[src/rtl/oht2bin_pkg.sv]
// Shared definitions for the one-hot to binary encoder.
package oht2bin_pkg;

  // Selects how each combinational encoder is built; both give identical results.
  typedef enum logic [0:0] {
    IMP_BIT_TABLE = 1'b0,
    IMP_LOOP      = 1'b1
  } imp_e;

  // True when v is a non-zero power of two.
  function automatic bit isPow2(input int v);
    return (v > 0) && ((v & (v - 1)) == 0);
  endfunction

endpackage

[src/rtl/oht2bin_base.sv]
// Combinational one-hot encoder: binary index (OR of indices when multi-hot) and any-bit-set flag.
// With WIDTH == 1 the index has no meaningful bits; a single zero bit is kept so the port exists.
module oht2bin_base
  import oht2bin_pkg::*;
#(
  parameter int WIDTH          = 4,
  parameter int IMPLEMENTATION = 0,
  localparam int WIDTH_LOG     = $clog2(WIDTH),
  localparam int BIN_W         = (WIDTH_LOG > 0) ? WIDTH_LOG : 1
) (
  input  logic [WIDTH-1:0] oht,
  output logic [BIN_W-1:0] bin,
  output logic             vld
);

  assign vld = |oht;

  if (IMPLEMENTATION == int'(IMP_BIT_TABLE)) begin : gBitTable
    // Each index bit k is the OR of every input whose position has bit k set.
    always_comb begin
      bin = '0;
      for (int k = 0; k < WIDTH_LOG; k++) begin
        for (int i = 0; i < WIDTH; i++) begin
          if (i[k]) bin[k] = bin[k] | oht[i];
        end
      end
    end
  end else if (IMPLEMENTATION == int'(IMP_LOOP)) begin : gLoop
    // Accumulate the index of every set input into the result.
    always_comb begin
      bin = '0;
      for (int i = 0; i < WIDTH; i++) begin
        if (oht[i]) bin = bin | BIN_W'(i);
      end
    end
  end else begin : gBadImpl
    $error("oht2bin_base: IMPLEMENTATION must be 0 (bit table) or 1 (loop)");
  end

endmodule

[src/rtl/oht2bin.sv]
// Registered one-hot to binary encoder built from SPLIT segment encoders plus a
// segment-valid encoder that supplies the upper index bits.
module oht2bin
  import oht2bin_pkg::*;
#(
  parameter int WIDTH          = 16,
  parameter int SPLIT          = 4,
  parameter int IMPLEMENTATION = 0,
  localparam int WIDTH_LOG     = $clog2(WIDTH),
  localparam int SPLIT_LOG     = $clog2(SPLIT)
) (
  input  logic                 clk,
  input  logic                 rst_n,
  input  logic [WIDTH-1:0]     oht,
  output logic [WIDTH_LOG-1:0] bin,
  output logic                 vld
);

  localparam int SEG_W   = WIDTH / SPLIT;
  localparam int SEG_LOG = WIDTH_LOG - SPLIT_LOG;
  localparam int SEG_BW  = (SEG_LOG > 0) ? SEG_LOG : 1;
  localparam int UP_BW   = (SPLIT_LOG > 0) ? SPLIT_LOG : 1;

  if (!isPow2(WIDTH) || WIDTH < 2) begin : gBadWidth
    $error("oht2bin: WIDTH must be a power of two and at least 2");
  end
  if (!isPow2(SPLIT) || SPLIT > WIDTH) begin : gBadSplit
    $error("oht2bin: SPLIT must be a power of two between 1 and WIDTH");
  end

  logic [SEG_BW-1:0]    segBin [SPLIT];
  logic [SPLIT-1:0]     segVld;
  logic [UP_BW-1:0]     upperBin;
  logic                 anyVld;
  logic [SEG_BW-1:0]    lowOr;
  logic [WIDTH_LOG-1:0] bin_d;
  logic [WIDTH_LOG-1:0] bin_q;
  logic                 vld_q;

  for (genvar s = 0; s < SPLIT; s++) begin : gSeg
    oht2bin_base #(
      .WIDTH          (SEG_W),
      .IMPLEMENTATION (IMPLEMENTATION)
    ) uSeg (
      .oht (oht[s*SEG_W +: SEG_W]),
      .bin (segBin[s]),
      .vld (segVld[s])
    );
  end

  oht2bin_base #(
    .WIDTH          (SPLIT),
    .IMPLEMENTATION (IMPLEMENTATION)
  ) uUpper (
    .oht (segVld),
    .bin (upperBin),
    .vld (anyVld)
  );

  // Combine the in-segment indices of every segment that has a bit set.
  always_comb begin
    lowOr = '0;
    for (int s = 0; s < SPLIT; s++) begin
      if (segVld[s]) lowOr = lowOr | segBin[s];
    end
  end

  if (SEG_LOG == 0) begin : gAllUpper
    assign bin_d = upperBin[WIDTH_LOG-1:0];
  end else if (SPLIT_LOG == 0) begin : gAllLower
    assign bin_d = lowOr[WIDTH_LOG-1:0];
  end else begin : gBoth
    assign bin_d = {upperBin[SPLIT_LOG-1:0], lowOr[SEG_LOG-1:0]};
  end

  // Output register: one cycle of latency, cleared immediately by reset.
  always_ff @(posedge clk or negedge rst_n) begin
    if (!rst_n) begin
      bin_q <= '0;
      vld_q <= 1'b0;
    end else begin
      bin_q <= bin_d;
      vld_q <= anyVld;
    end
  end

  assign bin = bin_q;
  assign vld = vld_q;

endmodule

[config.mk]
export PLATFORM = sky130hd
export DESIGN_NAME = oht2bin
export DESIGN_NICKNAME = d
export VERILOG_FILES = /design/src/rtl/oht2bin_pkg.sv /design/src/rtl/oht2bin_base.sv /design/src/rtl/oht2bin.sv
export SDC_FILE = /design/constraint.sdc
export NUM_CORES = 1
export LEC_CHECK = 0
export CORE_AREA = 2 2 39 41
export DETAILED_ROUTE_END_ITERATION = 8
export DIE_AREA = 0 0 41 43
export MAX_ROUTING_LAYER = met4
export PLACE_DENSITY = 0.56
export RECOVER_POWER = 25
export SKIP_LAST_GASP = 1
export SYNTH_ARGS = -nofsm -noshare
export SYNTH_HDL_FRONTEND = slang
export SYNTH_SLANG_ARGS = --single-unit
[constraint.sdc]
create_clock -name clk -period 0.8 [get_ports clk]
set_input_delay 0.16 -clock clk [delete_from_list [all_inputs] [get_ports clk]]
set_output_delay 0.16 -clock clk [all_outputs]
set_load 0.02 [all_outputs]
-- Word-level counts from Yosys, hierarchy flattened
Index checks and enable logic that the tools add are counted.
- flip-flop bits (word level): 5
- logic and storage cells: 24
- reductions and logical operators: 5
- bitwise operators: 13
- muxes and demuxes: 4
- operator list (operator ; number):
    16-bit OR reduction ; 1
    4-bit OR reduction ; 4
    1-bit bitwise OR ; 10
    2-bit two-way mux ; 4
    2-bit bitwise OR ; 3

-- Depth between registers and ports, before layout
- depth in word-level cells: 8
- mapped depth: 2

-- Cells and area by module
Synthesis repeated with hierarchy kept, for this count alone.
- cells, all modules: 26
- area, all modules: 262.8 um^2
- modules (own cells, without submodules) (module ; area an instance (um^2) ; instances ; sequential area each (um^2) ; cells an instance):
    oht2bin ; 162.7 ; 1 ; 125.1 ; 11
    oht2bin_base ; 20.0 ; 5 ; 0.0 ; 3

-- Worst setup path after synthesis
OpenSTA, ideal clock, no wires.
- path kind: input to register
- start: in oht[9]
- end: reg vld_q (netlist: vld)
- buffers on the path: 0
- setup slack: 0.073 ns
- data required time: 0.655 ns
- arrival: 0.582 ns
- stages on the path: 2
- cells stage by stage: nor4_1 nand4_1
- cells in the longest elaborated chain, start to end: 1
- RTL lines (what ; line ; source):
    start: declaration ; oht2bin.sv:14 ; input logic [WIDTH-1:0] oht,
    16-bit OR reduction ; oht2bin_base.sv:16 ; assign vld = |oht;
    named net anyVld ; oht2bin.sv:34 ; logic anyVld;
    end signal: assignment ; oht2bin.sv:83 ; vld_q <= anyVld;
    end: declaration ; oht2bin.sv:38 ; logic vld_q;
The timed path passes the listed nets, and every way through them passes these cells.

-- Worst setup path in the final report
- start: reg bin_q[3] (netlist: bin[3])
- end: out bin[3]
- RTL lines (what ; line ; source):
    start: declaration ; oht2bin.sv:37 ; logic [WIDTH_LOG-1:0] bin_q;
    start signal: assignment ; oht2bin.sv:82 ; bin_q <= bin_d;
    end: declaration ; oht2bin.sv:15 ; output logic [WIDTH_LOG-1:0] bin,
No word-level cell between the ends.

==> flow_summary.json <==
{
  "grt_pass1_vias": 286,
  "setup_viol": 5,
  "period_share": 1.11,
  "p_sw_w": 0.000139,
  "antenna_found_initial": 0,
  "htreeDepth": 1,
  "violations": "negative setup slack",
  "cts_buffers": 3,
  "clk_path_buf_depth": 2,
  "drv_slew": 0,
  "drc": 0,
  "crit_chain": "buf_6",
  "ir_drop_v": 0.000431,
  "fmax_mhz": 1130,
  "final_core_util": 0.363,
  "syn_to_final_growth_pct": 148,
  "floorplan.die_area_mm2": 0.00176,
  "vias": 267,
  "cp_top_family": "flip-flops",
  "syn-num-nets": 36,
  "pwr-share-seq": 0.399,
  "tightest_slew_ns": 0.261,
  "port_buffers": 22,
  "path_class": "reg2out",
  "die_h_um": 43,
  "path_depth": 1,
  "multi_input_area_um2": 114,
  "hold_viol": 0,
  "ff_latch_area_um2": 125,
  "rows": 14,
  "comb_power_share": 0.166,
  "die_w_um": 41,
  "cts_tree": "yes",
  "cp.required_ns": 0.64,
  "wl_um": 692,
  "critPathCapture": "bin[3]",
  "grt_usage": 0.107,
  "ant_nets": 0,
  "start_util": 0.146,
  "synth-seq-cells": 5,
  "critPathCaptureType": "output pin",
  "wire_per_inst_um": 11.5,
  "path_buf_inv": 1,
  "postSynthCellCount": 18,
  "fillCellCount": 154,
  "clk_pin_slew_worst_paths_ns": 0.04,
  "core_mm2": 0.00138,
  "cts_hold_buf": 0,
  "rsz0062_at_grt": "true",
  "arrival_ns": 0.73,
  "setup_slack_ns": -0.0876,
  "synth.distinct_cells": 5,
  "cts_root_buf": "clkbuf_4",
  "relSlewSlack": 0.825,
  "timing.critical_path.fanout_max": 1,
  "hold_class": "in2reg",
  "critPathSlowestCell": "dfrtp_1",
  "antennaDiodeCount": 0,
  "period_needed_ns": 0.888,
  "power_w": 0.000639,
  "cts_num_sinks": 5,
  "switching_share": 0.218,
  "ios": 23,
  "outcome": "finished, violations left",
  "fin_setup_tns_ns": -0.429,
  "via_per_inst": 4.45,
  "grt_pass1_wl_mm": 1.13,
  "p_clk_frac": 0.435,
  "yosys_warnings": 0,
  "slowest_delay_ns": 0.36,
  "power_density_mw_per_mm2": 1270,
  "avgSynthCellArea_um2": 11.3,
  "final_nets": 63,
  "p_int_w": 0.000500,
  "drive_above_1_share": 0.273,
  "netlist_area_um2": 203,
  "post-dp-hpwl_um": 531,
  "drtIter0Drc": 2,
  "leakagePower_nw": 0.200,
  "setup.worst_path.start": "bin[3]",
  "gp_congestion": 0.716,
  "grt_max_degree": 6,
  "first_pass_iters": 3,
  "startpoint_type": "flip-flop",
  "yosysSeqAreaShare": 0.617,
  "grt_overflow": 0,
  "maxCapViolCount": 0
}
flip-flops by register name, summed over array words and instances, names as in the netlist:
signal,cells
bin,4
vld,1
worst min path at each step:
stage / slack, ns / to / from / cells after the start
2_1_floorplan: -0.14 / bin[0] / rst_n / 0
3_3_place_gp: 0.39 / vld / rst_n / 1
3_5_place_dp: 0.39 / bin[2] / rst_n / 1
4_1_cts: 0.14 / vld / rst_n / 1
5_1_grt: 0.19 / bin[3] / oht[8] / 3
6_report: 0.18 / bin[3] / oht[8] / 3
cell families after synthesis:
kind of cell / synth area share
flip-flops: 0.617
AND/OR/NAND/NOR: 0.383
power groups by stage:
stage,combinational (W),sequential (W),clock (W)
CTS,0.000101,0.000255,0.000293
finish,0.000106,0.000255,0.000278
detailed placement,0.000114,0.000258,0
global route,0.000114,0.000255,0.000316
global placement,0.000115,0.000258,0
floorplan,0.00000922,0.000259,0
synthesized netlist by cell type:
master   instances  area share
nor4_2           1       0.062
nor4_1           7        0.22
dfrtp_1          5        0.62
nand4_1          1       0.031
nand2_1          4       0.074
cell type report:
class                      instances  area share
clock buffer                       4      0.0524
sequential                         5       0.249
multi-input combinational         13       0.227
timing repair buffer              22       0.431
tap                               16      0.0399
repair_timing:
action | CTS | global route
buffers inserted | 0 | 0
pin swaps | 6 | 5
gates resized for setup | 48 | 5
setup endpoints to repair | 10 | 8
gates cloned | 0 | 0
endpoints found under the hold margin | 0 | 0
routing by layer:
layer  share of wire  wire length [µm]  vias to the layer above  track usage
met1            0.38               260                      119        0.104
li1                -                 -                      123            -
met3            0.18               124                        2       0.0733
met2            0.43               296                       23        0.134
met5               0                 0                        -            -
met4           0.016                11                        0        0.100
layout by cell type, fill, tap and decap left out, types with 2 or more instances in the layout:
| master | n |
|---|---|
| nor4_4 | 2 |
| dfrtp_1 | 5 |
| clkbuf_4 | 3 |
| nor4_1 | 4 |
| nand2_1 | 4 |
| dlygate4sd2_1 | 12 |
| dlymetal6s2s_1 | 2 |
| buf_6 | 5 |
| clkdlybuf4s15_1 | 2 |
| nor4_2 | 2 |
metrics by stage:
stage | hold WS (ns) | setup WS [ns] | instances | cell area [µm²]
floorplan | -0.136 | 0.0726 | 18 | 203
global placement | 0.389 | -0.468 | 56 | 443
detailed placement | 0.391 | -0.476 | 56 | 443
CTS | 0.140 | -0.0999 | 60 | 485
global route | 0.193 | -0.120 | 60 | 502
finish | 0.177 | -0.0876 | 60 | 502
Power figures use the tool's default switching activity.
